--- src/rtl/ref_buffer_module.sv ---
// Reference Buffer: per-pointer-register banks of reference data with a 1-cycle
// valid/ready lookup port, bank invalidate, multi-cycle global flush and hit/miss counters.
module ref_buffer_module #(
  parameter int NUM_PTR   = 4,
  parameter int NUM_ENTRY = 16,
  parameter int DATA_W    = 32,
  parameter int CNT_W     = 16
) (
  input  logic                         ClockIn,
  input  logic                         AsyncResetIn,
  input  logic                         RB_WriteEn,
  input  logic                         RB_WriteValid,
  input  logic [$clog2(NUM_ENTRY)-1:0] RB_WriteIdx,
  input  logic [$clog2(NUM_PTR)-1:0]   RB_PtrRegId,
  input  logic [DATA_W-1:0]            RB_WriteData,
  input  logic                         FlushIn,
  input  logic                         RdReqIn,
  input  logic [$clog2(NUM_PTR)-1:0]   RdPtrRegIdIn,
  input  logic [$clog2(NUM_ENTRY)-1:0] RdIdxIn,
  output logic                         RdReadyOut,
  output logic                         RdValidOut,
  output logic                         RdHitOut,
  output logic [DATA_W-1:0]            RdDataOut,
  output logic                         FlushBusyOut,
  output logic [CNT_W-1:0]             HitCntOut,
  output logic [CNT_W-1:0]             MissCntOut
);

  localparam int PTR_W = $clog2(NUM_PTR);
  localparam int IDX_W = $clog2(NUM_ENTRY);
  localparam logic [PTR_W:0]   PTR_LIM  = (PTR_W+1)'(NUM_PTR);
  localparam logic [IDX_W:0]   IDX_LIM  = (IDX_W+1)'(NUM_ENTRY);
  localparam logic [PTR_W-1:0] PTR_LAST = PTR_W'(NUM_PTR - 1);

  typedef enum logic [0:0] {
    ST_IDLE  = 1'b0,
    ST_FLUSH = 1'b1
  } state_e;

  state_e                              stateR;
  state_e                              stateNextS;
  logic [PTR_W-1:0]                    bankR;
  logic [PTR_W-1:0]                    bankNextS;
  logic [NUM_PTR-1:0][NUM_ENTRY-1:0]   validR;
  logic [DATA_W-1:0]                   dataR [NUM_PTR][NUM_ENTRY];

  logic              readyR;
  logic              busyR;
  logic              rspValidR;
  logic              rspHitR;
  logic [DATA_W-1:0] rspDataR;
  logic [CNT_W-1:0]  hitCntR;
  logic [CNT_W-1:0]  missCntR;

  logic              wrPtrOkS;
  logic              wrIdxOkS;
  logic              rdPtrOkS;
  logic              rdIdxOkS;
  logic              wrAllowS;
  logic              wrEntryS;
  logic              wrInvS;
  logic              acceptS;
  logic              rdHitS;
  logic [DATA_W-1:0] rdDataS;

  // Range guards only bite when the bank/slot counts are not powers of two.
  assign wrPtrOkS = ({1'b0, RB_PtrRegId} < PTR_LIM);
  assign wrIdxOkS = ({1'b0, RB_WriteIdx} < IDX_LIM);
  assign rdPtrOkS = ({1'b0, RdPtrRegIdIn} < PTR_LIM);
  assign rdIdxOkS = ({1'b0, RdIdxIn} < IDX_LIM);

  // A flush request in the same idle cycle wins over the write.
  assign wrAllowS = RB_WriteEn & (stateR == ST_IDLE) & ~FlushIn & wrPtrOkS;
  assign wrEntryS = wrAllowS & RB_WriteValid & wrIdxOkS;
  assign wrInvS   = wrAllowS & ~RB_WriteValid;
  assign acceptS  = RdReqIn & readyR;

  // Lookup result, bypassing a same-cycle write or bank invalidate.
  always_comb begin
    rdHitS  = 1'b0;
    rdDataS = '0;
    if (rdPtrOkS && rdIdxOkS) begin
      if (wrEntryS && (RB_PtrRegId == RdPtrRegIdIn) && (RB_WriteIdx == RdIdxIn)) begin
        rdHitS  = 1'b1;
        rdDataS = RB_WriteData;
      end else if (wrInvS && (RB_PtrRegId == RdPtrRegIdIn)) begin
        rdHitS  = 1'b0;
        rdDataS = '0;
      end else if (validR[RdPtrRegIdIn][RdIdxIn]) begin
        rdHitS  = 1'b1;
        rdDataS = dataR[RdPtrRegIdIn][RdIdxIn];
      end else begin
        rdHitS  = 1'b0;
        rdDataS = '0;
      end
    end else begin
      rdHitS  = 1'b0;
      rdDataS = '0;
    end
  end

  // Next-state logic for the idle/flush controller.
  always_comb begin
    stateNextS = stateR;
    bankNextS  = bankR;
    case (stateR)
      ST_IDLE: begin
        if (FlushIn) begin
          stateNextS = ST_FLUSH;
          bankNextS  = '0;
        end else begin
          stateNextS = ST_IDLE;
          bankNextS  = bankR;
        end
      end
      ST_FLUSH: begin
        if (bankR == PTR_LAST) begin
          stateNextS = ST_IDLE;
          bankNextS  = '0;
        end else begin
          stateNextS = ST_FLUSH;
          bankNextS  = bankR + PTR_W'(1);
        end
      end
      default: begin
        stateNextS = ST_IDLE;
        bankNextS  = '0;
      end
    endcase
  end

  // Controller state register.
  always_ff @(posedge ClockIn or negedge AsyncResetIn) begin
    if (!AsyncResetIn) begin
      stateR <= ST_IDLE;
      bankR  <= '0;
    end else begin
      stateR <= stateNextS;
      bankR  <= bankNextS;
    end
  end

  // Valid bits: flush clears one bank per cycle, writes set or invalidate.
  always_ff @(posedge ClockIn or negedge AsyncResetIn) begin
    if (!AsyncResetIn) begin
      validR <= '0;
    end else if (stateR == ST_FLUSH) begin
      validR[bankR] <= '0;
    end else if (wrEntryS) begin
      validR[RB_PtrRegId][RB_WriteIdx] <= 1'b1;
    end else if (wrInvS) begin
      validR[RB_PtrRegId] <= '0;
    end else begin
      validR <= validR;
    end
  end

  // Entry data storage; invalidation leaves data untouched.
  always_ff @(posedge ClockIn or negedge AsyncResetIn) begin
    if (!AsyncResetIn) begin
      for (int b = 0; b < NUM_PTR; b++) begin
        for (int e = 0; e < NUM_ENTRY; e++) begin
          dataR[b][e] <= '0;
        end
      end
    end else if (wrEntryS) begin
      dataR[RB_PtrRegId][RB_WriteIdx] <= RB_WriteData;
    end else begin
      dataR <= dataR;
    end
  end

  // Registered handshake, status and response outputs.
  always_ff @(posedge ClockIn or negedge AsyncResetIn) begin
    if (!AsyncResetIn) begin
      readyR    <= 1'b0;
      busyR     <= 1'b0;
      rspValidR <= 1'b0;
      rspHitR   <= 1'b0;
      rspDataR  <= '0;
    end else begin
      readyR    <= (stateNextS == ST_IDLE);
      busyR     <= (stateNextS == ST_FLUSH);
      rspValidR <= acceptS;
      rspHitR   <= acceptS & rdHitS;
      rspDataR  <= acceptS ? rdDataS : '0;
    end
  end

  // Saturating performance counters, one step per response.
  always_ff @(posedge ClockIn or negedge AsyncResetIn) begin
    if (!AsyncResetIn) begin
      hitCntR  <= '0;
      missCntR <= '0;
    end else if (acceptS && rdHitS) begin
      hitCntR  <= (hitCntR == '1) ? hitCntR : hitCntR + CNT_W'(1);
    end else if (acceptS) begin
      missCntR <= (missCntR == '1) ? missCntR : missCntR + CNT_W'(1);
    end else begin
      hitCntR  <= hitCntR;
      missCntR <= missCntR;
    end
  end

  assign RdReadyOut   = readyR;
  assign FlushBusyOut = busyR;
  assign RdValidOut   = rspValidR;
  assign RdHitOut     = rspHitR;
  assign RdDataOut    = rspDataR;
  assign HitCntOut    = hitCntR;
  assign MissCntOut   = missCntR;

endmodule

--- config.mk ---
export PLATFORM = sky130hd
export DESIGN_NAME = ref_buffer_module
export DESIGN_NICKNAME = d
export VERILOG_FILES = /design/src/rtl/ref_buffer_module.sv
export SDC_FILE = /design/constraint.sdc
export NUM_CORES = 2
export LEC_CHECK = 0
export ABC_CLOCK_PERIOD_IN_PS = 8300
export CAP_MARGIN = 20
export CORE_AREA = 2 2 378 380
export CTS_BUF_LIST = sky130_fd_sc_hd__clkbuf_2 sky130_fd_sc_hd__clkbuf_4 sky130_fd_sc_hd__clkbuf_8
export DETAILED_ROUTE_END_ITERATION = 10
export DIE_AREA = 0 0 380 382
export PLACE_DENSITY = 0.95
export SETUP_SLACK_MARGIN = 0.3
export SLEW_MARGIN = 20
export SYNTH_ARGS = -nofsm -noshare
export SYNTH_HDL_FRONTEND = slang
export SYNTH_SLANG_ARGS = --single-unit
--- constraint.sdc ---
create_clock -name ClockIn -period 8.3 [get_ports ClockIn]
set_input_delay 1.66 -clock ClockIn [delete_from_list [all_inputs] [get_ports ClockIn]]
set_output_delay 1.66 -clock ClockIn [all_outputs]
set_load 0.02 [all_outputs]
# [Word level (Yosys, flattened, before mapping)]
# Index checks and enable logic that the tools add are counted.
[word_totals] reg_bits=2182 latch_bits=0 ram_bits=0 rom_bits=0 output_inout_bits=68 wordCells=172 n_memories=0
[classes] addsub=3 n_mul=0 div_mod_pow=0 n_lt_le_gt_ge=14 n_eq_ne=6 shift=0 muxes=39 n_bitwise=22 reduce_logical=12
[ops] operator="$bwmux 2048" count=1
[ops] operator="$mux 512" count=3
[ops] operator="$bmux 512 s2" count=1
[ops] operator="$demux 512 s2" count=1
[ops] operator="$mux 32" count=7
[ops] operator="$mux 64" count=3
[ops] operator="$and 64x64->64" count=2
[ops] operator="$bmux 32 s4" count=1
[ops] operator="$demux 32 s4" count=1
[ops] operator="$not 64->64" count=2
[ops] operator="$demux 16 s2" count=3
[ops] operator="$mux 16" count=4
[ops] operator="$or 64x64->64" count=1
[ops] operator="$add 16x1->16 const B" count=2
[ops] operator="$bmux 16 s2" count=1
[ops] operator="$eq 16x16->1 const B" count=2
[ops] operator="$ge 5x5->1 const B" count=2
[ops] operator="$lt 4x5->1 const B" count=2
[ops] operator="$not 4->5" count=2
[ops] operator="$logic_and 1x1->1" count=9
[ops] operator="$lt 2x3->1 const B" count=3
[ops] operator="$mux 1" count=7
[ops] operator="$not 1->1" count=7
[ops] operator="$and 1x1->1" count=6
[ops] operator="other kinds (19)" count=23

# [Longest topological paths before layout]
[logic_depth] depth_word=11 mapped_depth=12 ltp_nobuf=7

# [Worst setup path after synthesis]
# Ideal clock, no wire load.
[synth_path] path_type="input port to flip-flop" from="input RdPtrRegIdIn[0]" to="register rspDataR[1], in the netlist RdDataOut[1]" setup_time_ps=121 arrival_time_ps=4192 slack_ps=3987 path_stages=8 n_path_buf=4 path_cell_list="buf_6 > buf_6 > buf_6 > buf_1 > mux4_2 > mux4_2 > mux4_2 > a22o_1"
[synth_via] elab_chain_cells=11 word_cells_on_any_way=19
[synth_rtl] element="start: declaration" line="18" rtl="input logic [$clog2(NUM_PTR)-1:0] RdPtrRegIdIn,"
[synth_rtl] element="$not 2->3 (implied by the code)" line="91" rtl="rdDataS = dataR[RdPtrRegIdIn][RdIdxIn];"
[synth_rtl] element="$bmux 512 s2" line="91"
[synth_rtl] element="$mux 512 (implied by the code) (2 in series)" line="91"
[synth_rtl] element="$bmux 32 s4" line="91"
[synth_rtl] element="$mux 32 (implied by the code) (2 in series)" line="91"
[synth_rtl] element="$mux 32" line="89" rtl="end else if (validR[RdPtrRegIdIn][RdIdxIn]) begin"
[synth_rtl] element="$mux 32" line="86" rtl="end else if (wrInvS && (RB_PtrRegId == RdPtrRegIdIn)) begin"
[synth_rtl] element="$mux 32 (*)" line="83" rtl="if (wrEntryS && (RB_PtrRegId == RdPtrRegIdIn) && (RB_WriteIdx == RdIdxIn)) begin"
[synth_rtl] element="$mux 32 (*)" line="186" rtl="rspDataR <= acceptS ? rdDataS : '0;"
[synth_rtl] element="end signal: assignment" line="186"
[synth_rtl] element="end: declaration" line="51" rtl="logic [DATA_W-1:0] rspDataR;"
# Mark *: on every way between the ends. The rest lies on a longest branch, timed or not. The select of a mux whose other input is x is not followed.
# A chain may end at the register's enable or synchronous reset.

# [Worst setup path in the final report]
[layout_path] from="input RB_WriteEn" to="register dataR[176] (netlist bit)"
[layout_via] elab_chain_cells=3
[layout_rtl] element="start: declaration" line="11" rtl="input logic RB_WriteEn,"
[layout_rtl] element="$and 1x1->1 (2 in series)" line="73" rtl="assign wrAllowS = RB_WriteEn & (stateR == ST_IDLE) & ~FlushIn & wrPtrOkS;"
[layout_rtl] element="$and 1x1->1" line="74" rtl="assign wrEntryS = wrAllowS & RB_WriteValid & wrIdxOkS;"
[layout_rtl] element="end signal: indexed assignment" line="167" rtl="dataR[RB_PtrRegId][RB_WriteIdx] <= RB_WriteData;"
[layout_rtl] element="end signal: assignment" line="169" rtl="dataR <= dataR;"
[layout_rtl] element="end: declaration" line="45" rtl="logic [DATA_W-1:0] dataR [NUM_PTR][NUM_ENTRY];"
# Every way passes these cells.

==> impl_metrics.tcl <==
set metrics [dict create \
    status "completed" \
    portBuffers 117 \
    layout.nets 6036 \
    overflow 0 \
    htree_levels 5 \
    synth-main-ff-cell "dfrtp_1" \
    antenna_found_initial 6 \
    coreArea_um2 141000 \
    p_sw_frac 0.243 \
    cts_hold_buf 0 \
    yosysWarnings 0 \
    synth_nets 6067 \
    period_share 0.582 \
    grt_max_degree 202 \
    dr_total_vias 58408 \
    worstPathArrival_ns 5.76 \
    postRouteAntennaNets 0 \
    end_kind "flop" \
    async_flop_share 1.00 \
    vdd_drop_max_v 0.000176 \
    cellLeakagePower_nw 53.4 \
    rsz0062_at_grt "no" \
    dieArea_um2 145000 \
    wl_per_cell_um 33.6 \
    core.rowCount 138 \
    routabilityCongestion 0.819 \
    syn_avg_cell_area_um2 16.3 \
    setup_violations 0 \
    worstMarginPinSlew_ns 1.30 \
    multi_input_area_um2 41400 \
    synthToLayoutAreaGrowth_pct 9.56 \
    die_w_um 380 \
    finalWorstSetupSlack_ns 3.47 \
    p_int_mw 16.8 \
    grt_pass1_wl_um 405000 \
    ys_seq_area_frac 0.556 \
    yosysTopAreaCellShare 0.556 \
    cts-root-buf "clkbuf_8" \
    synth_cells 6011 \
    power.switching_mw 5.39 \
    routed_wl_um 272000 \
    grt_pass1_vias 63638 \
    timing.fmax_mhz 207 \
    io_pins 118 \
    synth.distinct_cells 43 \
    yosys-top-cells-area "dfrtp_1 56%, mux2_2 23%, mux4_2 15%" \
    crit_required_ns 9.23 \
    cts_buffers 348 \
    p_seq_frac 0.504 \
    via_per_inst 7.22 \
    fin_skew_ns 0.0679 \
    clockBufferDepth 4 \
    fillCellCount 6953 \
    slew_violations 0 \
    yosysTopAreaCell "dfrtp_1" \
    powerDensity_nw_per_um2 206 \
    fin_crit_ns 4.83 \
    hold_viol_final 0 \
    power.share.clock 0.426 \
    register_area_um2 54600 \
    preCtsSetupSlack_ns 2.63 \
    die_y_um 382 \
    dp_hpwl_um 138000 \
    cts.sinks 2182 \
    regToRegSetupSlack_ns 4.02 \
    grt_usage 0.376 \
    max_slew_margin 0.134 \
    yosys_register_bits 2182 \
    drtIter0Drc 6664 \
    clkTransAtPathRegs_ns 0.06 \
    cts_setup_buffers 0 \
    tns_ns 0 \
    netlist_area_um2 98200 \
    start_util 0.697 \
    comb_power_share 0.070 \
    synth_edf_count 0 \
    drtPass1Iterations 7 \
    drive_gt1_frac 0.561 \
    cap_violations 0 \
    critPathKind "in -> reg" \
    post_cts_resized 0 \
    drc_errors 0 \
    path_max_fanout 32 \
    tritoncts "built" \
    start_kind "input pin" \
    hp-class "reg -> reg" \
    clk_latency_ns 1.07 \
]
## layout make-up
cell class | instances | area share
repair buffers | 230 | 0.0207
clock inverters | 26 | 0.00202
flip-flops and latches | 2182 | 0.508
well taps | 1890 | 0.0220
diodes | 7 | 0.000163
inverters | 11 | 0.000384
multi-input cells | 3207 | 0.384
clock buffers | 541 | 0.0628
## worst paths after layout
kind                              startpoint             end  cells after the start
max in group asynchronous       AsyncResetIn      dataR[435]                      3
min in group asynchronous       AsyncResetIn  MissCntOut[12]                      1
worst max register to register  FlushBusyOut      dataR[176]                      5
worst max-delay path              RB_WriteEn      dataR[176]                      6
worst min-delay path              dataR[392]      dataR[392]                      1
worst min register to register    dataR[392]      dataR[392]                      1
## power by group through the flow
stage / sequential, mW / combinational (mW) / clock [mW]
CTS: 11.2 / 1.55 / 9.47
detailed placement: 11.3 / 1.52 / 0
floorplan: 11.3 / 0.952 / 0
finish: 11.2 / 1.56 / 9.46
global placement: 11.3 / 1.45 / 0
global route: 11.2 / 1.67 / 9.97
## placed cells by master, fill, tap and decap left out, types with 9 or more instances in the layout
| cell type | netlist | routed |
|---|---|---|
| a22o_1 | 23 | 23 |
| mux2i_1 | 16 | 16 |
| buf_4 | 7 | 116 |
| mux2_2 | 1998 | 1998 |
| clkbuf_8 | 0 | 431 |
| and3_1 | 18 | 18 |
| nor2_1 | 92 | 90 |
| clkbuf_4 | 0 | 110 |
| xor2_1 | 18 | 18 |
| clkdlybuf4s50_1 | 0 | 78 |
| nand3_1 | 19 | 19 |
| nand2_2 | 0 | 58 |
| inv_1 | 11 | 10 |
| mux4_2 | 675 | 675 |
| mux2_1 | 65 | 65 |
| buf_2 | 69 | 9 |
| nand2_1 | 94 | 30 |
| nand2b_1 | 9 | 9 |
| buf_12 | 0 | 21 |
| o21ai_1 | 14 | 12 |
| clkinv_2 | 0 | 18 |
| xnor2_1 | 18 | 18 |
| a21oi_1 | 85 | 85 |
| dfrtp_1 | 2182 | 2182 |
## per-stage QoR
step,area [um2],power (mW),std cells,hold slack (ns),util
3_3_place_gp,100000,12.8,7514,0.468,0.712
2_1_floorplan,98200,12.3,6011,0.457,-
5_1_grt,108000,22.8,8088,0.500,0.763
6_report,108000,22.2,8094,0.490,0.764
4_1_cts,107000,22.2,8083,0.491,0.762
3_5_place_dp,100000,12.9,7516,0.477,0.713
## Yosys cell counts (2+ instances only)
library cell  instances
dfrtp_1            2182
mux2_2             1998
mux4_2              675
clkbuf_1            324
buf_1               205
nand2_1              94
nor2_1               92
a21oi_1              85
buf_2                69
mux2_1               65
a22o_1               23
nand3_1              19
and3_1               18
xnor2_1              18
xor2_1               18
mux2i_1              16
o21ai_1              14
inv_1                11
nand2b_1              9
buf_4                 7
nand4_1               7
nor3_1                7
a2111oi_2             6
and2_1                6
buf_6                 6
ha_1                  6
and4_1                4
a2111oi_0             3
o221ai_1              3
o22ai_1               3
or2_2                 3
and2_0                2
nor3b_1               2
nor4_1                2
## layer usage
layer,vias up,share of wire,global-route usage
met5,-,0.00016,0
met4,8,0.062,0.221
met3,1158,0.11,0.109
met2,3670,0.48,0.589
met1,31144,0.35,0.475
li1,22428,-,-
## worst max-delay path, stage by stage
cell and delay [ns]:
clkdlybuf4s50_1 0.49, nor3b_1 0.42, and3_1 0.73, and2_1 0.90, nand2_2 0.92, mux2_2 0.58
## cell families after synthesis
group           after synthesis  share of synthesized area
buf+inv                     622                     0.0254
flops                      2182                      0.556
mux                        2754                      0.393
compound gates              142                    0.00921
xor+xnor                     36                    0.00321
fa+ha+maj                     6                   0.000765
simple gates                269                     0.0123
## registers in the layout (all words and copies together) (netlist names)
register	cells
MissCntOut	16
RdReadyOut	1
validR	64
HitCntOut	16
dataR	2048
FlushBusyOut	1
RdDataOut	32
bankR	2
RdValidOut	1
RdHitOut	1
(Power assumes the default switching activity.)
